$ cat src/rtl/load_store_unit.sv
// RV32 load/store unit: decodes one request at a time and runs it as a single
// AXI4-Lite read or write, returning sign/zero-extended load data or an error.
module load_store_unit #(
   parameter int   ADDR_W      = 32,
   parameter logic ALIGN_CHECK = 1'b1
) (
   input  logic              clk,
   input  logic              rst_n,
   input  logic              req_valid,
   output logic              req_ready,
   input  logic              req_write,
   input  logic [2:0]        req_funct3,
   input  logic [ADDR_W-1:0] req_addr,
   input  logic [31:0]       req_wdata,
   output logic              resp_valid,
   output logic [31:0]       resp_rdata,
   output logic              resp_err,
   output logic              resp_misaligned,
   output logic [ADDR_W-1:0] awaddr,
   output logic              awvalid,
   input  logic              awready,
   output logic [31:0]       wdata,
   output logic [3:0]        wstrb,
   output logic              wvalid,
   input  logic              wready,
   input  logic [1:0]        bresp,
   input  logic              bvalid,
   output logic              bready,
   output logic [ADDR_W-1:0] araddr,
   output logic              arvalid,
   input  logic              arready,
   input  logic [31:0]       rdata,
   input  logic [1:0]        rresp,
   input  logic              rvalid,
   output logic              rready
);

   typedef enum logic [2:0] {
      IDLE, WR_ADDR_DATA, WR_RESP, RD_ADDR, RD_DATA, RESP
   } state_t;

   state_t            state_reg, state_next;
   logic [2:0]        funct3_reg;
   logic [ADDR_W-1:0] addr_reg;
   logic [31:0]       wdata_reg;
   logic              aw_done_reg, w_done_reg;
   logic [31:0]       resp_rdata_reg;
   logic              resp_err_reg, resp_misaligned_reg;

   logic              req_legal, req_misaligned, req_bad, accept;
   logic              aw_hs, w_hs;
   logic [1:0]        off;
   logic [3:0]        store_strb;
   logic [31:0]       store_data, shifted, load_data;
   logic [ADDR_W-1:0] aligned_addr;

   // Request decode; misalignment only matters for otherwise legal operations.
   always_comb begin
      req_legal      = 1'b0;
      req_misaligned = 1'b0;
      case (req_funct3)
         3'b000, 3'b001, 3'b010: req_legal = 1'b1;
         3'b100, 3'b101:         req_legal = !req_write;
         default:                req_legal = 1'b0;
      endcase
      if (ALIGN_CHECK) begin
         case (req_funct3[1:0])
            2'b01:   req_misaligned = req_addr[0];
            2'b10:   req_misaligned = |req_addr[1:0];
            default: req_misaligned = 1'b0;
         endcase
      end
      req_misaligned = req_misaligned && req_legal;
      req_bad        = !req_legal || req_misaligned;
   end

   assign accept       = req_valid && (state_reg == IDLE);
   assign aligned_addr = {addr_reg[ADDR_W-1:2], 2'b00};

   // Byte offset within the word; low bits are dropped for wider accesses.
   always_comb begin
      case (funct3_reg[1:0])
         2'b00:   off = addr_reg[1:0];
         2'b01:   off = {addr_reg[1], 1'b0};
         default: off = 2'b00;
      endcase
      case (funct3_reg[1:0])
         2'b00:   store_strb = 4'b0001 << off;
         2'b01:   store_strb = 4'b0011 << off;
         default: store_strb = 4'b1111;
      endcase
   end

   for (genvar gi = 0; gi < 4; gi++) begin : g_lane
      assign store_data[8*gi +: 8] =
         (funct3_reg[1:0] == 2'b00) ? wdata_reg[7:0] :
         (funct3_reg[1:0] == 2'b01) ? wdata_reg[8*(gi%2) +: 8] :
                                      wdata_reg[8*gi +: 8];
   end

   assign shifted = rdata >> {off, 3'b000};

   always_comb begin
      case (funct3_reg)
         3'b000:  load_data = {{24{shifted[7]}}, shifted[7:0]};
         3'b100:  load_data = {24'h0, shifted[7:0]};
         3'b001:  load_data = {{16{shifted[15]}}, shifted[15:0]};
         3'b101:  load_data = {16'h0, shifted[15:0]};
         default: load_data = shifted;
      endcase
   end

   assign req_ready  = (state_reg == IDLE);
   assign awvalid    = (state_reg == WR_ADDR_DATA) && !aw_done_reg;
   assign wvalid     = (state_reg == WR_ADDR_DATA) && !w_done_reg;
   assign bready     = (state_reg == WR_RESP);
   assign arvalid    = (state_reg == RD_ADDR);
   assign rready     = (state_reg == RD_DATA);
   assign resp_valid = (state_reg == RESP);
   assign aw_hs      = awvalid && awready;
   assign w_hs       = wvalid && wready;

   assign awaddr          = awvalid ? aligned_addr : '0;
   assign araddr          = arvalid ? aligned_addr : '0;
   assign wdata           = wvalid ? store_data : 32'h0;
   assign wstrb           = wvalid ? store_strb : 4'h0;
   assign resp_rdata      = resp_rdata_reg;
   assign resp_err        = resp_err_reg;
   assign resp_misaligned = resp_misaligned_reg;

   always_comb begin
      state_next = state_reg;
      case (state_reg)
         IDLE: begin
            if (req_valid) begin
               if (req_bad)        state_next = RESP;
               else if (req_write) state_next = WR_ADDR_DATA;
               else                state_next = RD_ADDR;
            end
         end
         WR_ADDR_DATA: if ((aw_done_reg || aw_hs) && (w_done_reg || w_hs)) state_next = WR_RESP;
         WR_RESP:      if (bvalid)  state_next = RESP;
         RD_ADDR:      if (arready) state_next = RD_DATA;
         RD_DATA:      if (rvalid)  state_next = RESP;
         default:      state_next = IDLE;
      endcase
   end

   always_ff @(posedge clk) begin
      if (!rst_n) begin
         state_reg           <= IDLE;
         funct3_reg          <= 3'b000;
         addr_reg            <= '0;
         wdata_reg           <= 32'h0;
         aw_done_reg         <= 1'b0;
         w_done_reg          <= 1'b0;
         resp_rdata_reg      <= 32'h0;
         resp_err_reg        <= 1'b0;
         resp_misaligned_reg <= 1'b0;
      end else begin
         state_reg <= state_next;
         if (accept) begin
            funct3_reg  <= req_funct3;
            addr_reg    <= req_addr;
            wdata_reg   <= req_wdata;
            aw_done_reg <= 1'b0;
            w_done_reg  <= 1'b0;
            if (req_bad) begin
               resp_rdata_reg      <= 32'h0;
               resp_err_reg        <= 1'b1;
               resp_misaligned_reg <= req_misaligned;
            end
         end
         if (aw_hs) aw_done_reg <= 1'b1;
         if (w_hs)  w_done_reg  <= 1'b1;
         if (state_reg == WR_RESP && bvalid) begin
            resp_rdata_reg      <= 32'h0;
            resp_err_reg        <= (bresp != 2'b00);
            resp_misaligned_reg <= 1'b0;
         end
         if (state_reg == RD_DATA && rvalid) begin
            resp_rdata_reg      <= (rresp != 2'b00) ? 32'h0 : load_data;
            resp_err_reg        <= (rresp != 2'b00);
            resp_misaligned_reg <= 1'b0;
         end
      end
   end

endmodule

$ cat config.mk
export PLATFORM = sky130hd
export DESIGN_NAME = load_store_unit
export DESIGN_NICKNAME = d
export VERILOG_FILES = /design/src/rtl/load_store_unit.sv
export SDC_FILE = /design/constraint.sdc
export NUM_CORES = 1
export LEC_CHECK = 0
export CAP_MARGIN = 20
export CELL_PAD_IN_SITES_DETAIL_PLACEMENT = 0
export CELL_PAD_IN_SITES_GLOBAL_PLACEMENT = 2
export CORE_MARGIN = 2
export CORE_UTILIZATION = 23
export CTS_CLUSTER_SIZE = 30
export DETAILED_ROUTE_END_ITERATION = 10
export HOLD_SLACK_MARGIN = 0.1
export PLACE_DENSITY_LB_ADDON = 0.1
export REMOVE_ABC_BUFFERS = 1
export SLEW_MARGIN = 20
export SYNTH_ARGS = -nofsm -noshare
export SYNTH_HDL_FRONTEND = slang
export SYNTH_SLANG_ARGS = --single-unit
$ cat constraint.sdc
create_clock -name clk -period 4.9 [get_ports clk]
set_input_delay 0.98 -clock clk [delete_from_list [all_inputs] [get_ports clk]]
set_output_delay 0.98 -clock clk [all_outputs]
set_load 0.05 [all_outputs]
### Word level (Yosys, flattened, before mapping)

Index checks and enable logic that the tools add are counted.

| operators by class | value |
|---|---|
| equal/unequal tests | 20 |
| shift operators | 3 |
| muxes and demuxes | 34 |
| bitwise logic cells | 1 |
| reductions and logical operators | 33 |

Operator list:

| kind | count |
|---|---|
| 32-bit two-way mux | 8 |
| 32-bit one-hot mux with 4 select lines | 1 |
| 8-bit two-way mux | 5 |
| 32-bit by 5-bit >> shifter with 32-bit output | 1 |
| 3-bit == test, second input constant | 6 |
| 3-bit two-way mux | 6 |
| 3-bit one-hot mux with 5 select lines | 1 |
| 3-bit by 1-bit == test with 1-bit output, second input constant | 3 |
| 3-bit by 2-bit == test with 1-bit output, second input constant | 3 |
| 1-bit logical AND | 9 |
| 3-bit zero test | 3 |
| 4-bit one-hot mux with 2 select lines | 1 |
| 2-bit nonzero test | 4 |
| 1-bit two-way mux | 7 |
| 2-bit != test, second input constant | 3 |
| 3-bit nonzero test | 2 |
| 3-bit OR reduction | 2 |
| 5-bit AND reduction | 1 |
| 2-bit by 1-bit == test with 1-bit output, second input constant | 2 |
| 1-bit zero test | 4 |
| 4-bit two-way mux | 1 |
| 2-bit by 1-bit != test with 1-bit output, second input constant | 2 |
| 1-bit one-hot mux with 2 select lines | 2 |
| 2-bit one-hot mux with 2 select lines | 1 |
| 9 further kinds | 13 |

| word-level totals | value |
|---|---|
| flip-flop bits (word level) | 106 |
| bits of input ports | 112 |
| output and inout bits | 141 |
| word-level logic and storage cells | 100 |

### Longest topological paths before layout

| depth | value |
|---|---|
| word-level depth | 9 |
| mapped depth | 9 |
| depth with buffers taken out | 7 |

### Worst setup path after synthesis

No wires, ideal clock.

| timing path | value |
|---|---|
| path type | flip-flop to output port |
| start | reg state_reg[0] |
| end | out wstrb[0] |
| data arrival time | 2566 ps |
| data required time | 3920 ps |
| slack | 1354 ps |
| stages on the path, launching flop included | 9 |
| path buffers | 3 |
| cells stage by stage | dfxtp_1 -> buf_2 -> nand2_1 -> or2_2 -> clkbuf_1 -> inv_1 -> clkbuf_1 -> nand2_1 -> nor2_1 |

| on the way | value |
|---|---|
| longest elaborated chain between the ends | 3 |

Ends and longest elaborated chain:

| item | line | source |
|---|---|---|
| from (decl) | 42 | `state_t state_reg, state_next;` |
| from (signal assigned) | 161 | `state_reg <= state_next;` |
| 3-bit by 1-bit == test with 1-bit output | 115 | `assign wvalid = (state_reg == WR_ADDR_DATA) && !w_done_reg;` |
| 1-bit logical AND | 115 |  |
| via wvalid | 24 | `output logic wvalid,` |
| 4-bit two-way mux | 126 | `assign wstrb = wvalid ? store_strb : 4'h0;` |
| to (decl) | 23 | `output logic [3:0] wstrb,` |

The timed path passes the listed nets, and every way through them passes these cells.

### Final worst setup path

| timing path | value |
|---|---|
| start | reg state_reg[2] |
| end | out wstrb[0] |

| on the way | value |
|---|---|
| longest elaborated chain between the ends | 3 |

Ends and longest elaborated chain:

| item | line |
|---|---|
| 3-bit by 1-bit == test with 1-bit output | 115 |
| 1-bit logical AND | 115 |
| 4-bit two-way mux | 126 |

No other way between the ends.

==> flow_metrics.env <==
export IMPL_drt_first_pass_iters=4
export IMPL_ant_nets=0
export IMPL_reg2reg_slack_ps=2020
export IMPL_dpl_cell_count=1148
export IMPL_die_h_um=154
export IMPL_r2r_end="resp_rdata[16]"
export IMPL_tightest_slew_ps=1080
export IMPL_final_setup_tns_ps=0
export IMPL_wire_per_inst_um=16.0
export IMPL_holdCritStartpoint="wdata_reg[20]"
export IMPL_rr_worst_depth=4
export IMPL_skew_ps=13.9
export IMPL_status="complete, no violations"
export IMPL_place_congestion=0.744
export IMPL_finalNonFillerCells=1164
export IMPL_synth_warnings=0
export IMPL_dp_hpwl_mm=13.3
export IMPL_num_rows=54
export IMPL_critPathLaunchType="flop"
export IMPL_hold_class="reg2reg"
export IMPL_diodes=0
export IMPL_grt_pass1_vias=5203
export IMPL_wirelength_mm=18.6
export IMPL_grt_overflow_total=0
export IMPL_netlist_instances=662
export IMPL_num_vias=5251
export IMPL_avgViaCountPerCell=4.51
export IMPL_path_clk_slew_ps=80
export IMPL_p_per_area_nw_per_um2=370
export IMPL_yosys_top_cells_area="dfxtp_1 41%, nand2_1 12%, a21oi_1 8.7%"
export IMPL_cts_resized_gates=0
export IMPL_die_area_sq_um=23700
export IMPL_clockBufferDepth=2
export IMPL_synth_commonest_cells="162 x nand2_1, 106 x dfxtp_1, 90 x a21oi_1"
export IMPL_cp_max_fo=27
export IMPL_ir_drop_uv=184
export IMPL_r2r_start="state_reg[2]"
export IMPL_worstPathArrival_ps=3280
export IMPL_synth_edf_count=0
export IMPL_hold_violations=0
export IMPL_htreeDepth=3
export IMPL_end_kind="output port"
export IMPL_whs_path_depth=2
export IMPL_cts_setup_buffers=0
export IMPL_drtIter0Drc=199
export IMPL_yosysMostFrequentCell="nand2_1"
export IMPL_yosys_area_top_type_share_pct=41.1
export IMPL_ios=253
export IMPL_cp_slowest_cell="clkdlybuf4s50_1"
export IMPL_cap_violations=0
export IMPL_avgSynthCellArea_sq_um=7.81
export IMPL_grt_max_degree=71
export IMPL_synth_top_area_cell="dfxtp_1"
export IMPL_cts_sinks=106
export IMPL_yosysSeqAreaShare_pct=41.1
export IMPL_layout_drive_gt1_share_pct=4.30
export IMPL_clk_insertion_delay_late_ps=350
export IMPL_slew_viol_final=0
export IMPL_finalCoreUtilization_pct=37.3
export IMPL_relSlewSlack_pct=28.1
export IMPL_root_buffer="clkbuf_16"
export IMPL_fmax_mhz=235
export IMPL_die_x_um=154
export IMPL_nNetsFinal=993
export IMPL_setup_violations=0
export IMPL_cts_made_buffers=9
export IMPL_fin_crit_sh_pct=86.9
export IMPL_io_buffers=248
export IMPL_grt_first_pass_wirelength_mm=28.7
export IMPL_post_route_min_period_ps=4260
export IMPL_cp_cell_sequence="nor2_1 > nand2_1 > or2_2 > inv_1 > nand2_1 > nor2_1 > clkdlybuf4s50_1"
export IMPL_cpPeakStageDelay_ps=810
export IMPL_ys_types=45
export IMPL_async_flop_share_pct=0
export IMPL_fill_cells=2282
export IMPL_grt_use_total_pct=15.3
export IMPL_hold_path_endpoint="wdata_reg[20]"
export IMPL_syn2layout_area_growth_pct=58.4
export IMPL_critPathKind="reg2out"
export IMPL_core_area_sq_um=22000
export IMPL_antenna_found_initial=0
export IMPL_drcViolationCount=0
export IMPL_p_leak_nw=3.01
export IMPL_rsz0062_at_grt="false"
export IMPL_synthFlopType="dfxtp_1"
export IMPL_initial_utilization_pct=23.5
export IMPL_syn_area_sq_um=5170
export IMPL_hold_buffers=0
export IMPL_crit_required_ps=3920
export IMPL_cts_tree="done"
export IMPL_ys_ff_latch=106
==> cell type report <==
class | instances | area, sq um | share of cell area (%)
Multi-Input combinational cell | 498 | 2810 | 34.3
Clock inverter | 7 | 109 | 1.33
Sequential cell | 106 | 2120 | 25.9
Inverter | 8 | 30.0 | 0.367
Clock buffer | 9 | 225 | 2.75
Timing Repair Buffer | 256 | 2540 | 31.1
Tap cell | 280 | 350 | 4.28
==> logic make-up after synthesis <==
kind of cell    after synthesis  share of synthesized area, %
flops                       106                          41.1
other cells                   1                        0.0726
compound gates              136                          16.6
simple gates                315                          28.5
buf+inv                      61                          5.33
mux                          41                          7.99
fa+ha+maj                     2                         0.484
==> worst max-delay path: cells and delay by family (launching register included) <==
kind,cells,cell delay (ps)
buffers and inverters,2,1250
and+or+nand+nor,5,1190
DFF,1,480
==> layer usage <==
layer | wire [um] | up-vias | share of wire [%] | GRT usage, %
li1 | - | 2660 | - | -
met1 | 8240 | 2443 | 44 | 19.0
met2 | 9040 | 133 | 49 | 26.3
met3 | 1060 | 15 | 5.7 | 3.83
met4 | 253 | 0 | 1.4 | 4.45
met5 | 0 | - | 0 | 0
==> per-stage QoR <==
| stage | worst slack, ps | power (mW) | area, sq um | hold slack, ps |
|---|---|---|---|---|
| after floorplan | 418 | 1.78 | 4930 | 436 |
| after global placement | 1020 | 2.23 | 7850 | 444 |
| after detailed placement | 975 | 2.24 | 7850 | 448 |
| after CTS | 577 | 3.08 | 8180 | 459 |
| after global routing | 362 | 3.21 | 8180 | 481 |
| final | 644 | 3.03 | 8180 | 456 |
==> power by group <==
| part | total (mW) | switching [mW] | internal, mW |
|---|---|---|---|
| combinational | 1.13 | 0.742 | 0.391 |
| sequential | 1.07 | 0.106 | 0.964 |
| clock | 0.822 | 0.362 | 0.460 |
==> worst max path at each step <==
| stage | end | from | slack (ps) | depth (start not counted) |
|---|---|---|---|---|
| global route | wstrb[0] | state_reg[2] | 360 | 7 |
| global placement | wstrb[1] | state_reg[2] | 1020 | 7 |
| finish | wstrb[0] | state_reg[2] | 640 | 7 |
| floorplan | araddr[10] | state_reg[0] | 420 | 3 |
| CTS | wstrb[0] | state_reg[2] | 580 | 7 |
| detailed placement | wstrb[0] | state_reg[2] | 970 | 7 |
==> cell usage in the layout (no fill, tap or decap), types with 2 or more instances in the layout <==
| master | instances |
|---|---|
| a21oi_1 | 90 |
| a221o_1 | 16 |
| a22o_1 | 7 |
| a22oi_1 | 3 |
| and2_1 | 70 |
| buf_4 | 8 |
| bufinv_16 | 2 |
| clkbuf_16 | 9 |
| clkdlybuf4s50_1 | 248 |
| clkinv_4 | 2 |
| conb_1 | 4 |
| dfxtp_1 | 106 |
| ha_1 | 2 |
| inv_1 | 6 |
| inv_2 | 2 |
| inv_8 | 2 |
| mux2_2 | 2 |
| mux2i_1 | 39 |
| nand2_1 | 162 |
| nand2b_1 | 2 |
| nand3_1 | 18 |
| nor2_1 | 39 |
| nor3_1 | 3 |
| nor3b_1 | 3 |
| nor3b_2 | 2 |
| o21ai_0 | 7 |
| o311ai_0 | 2 |
| or3_1 | 7 |
Note: power is estimated with default switching activity, not from simulation.
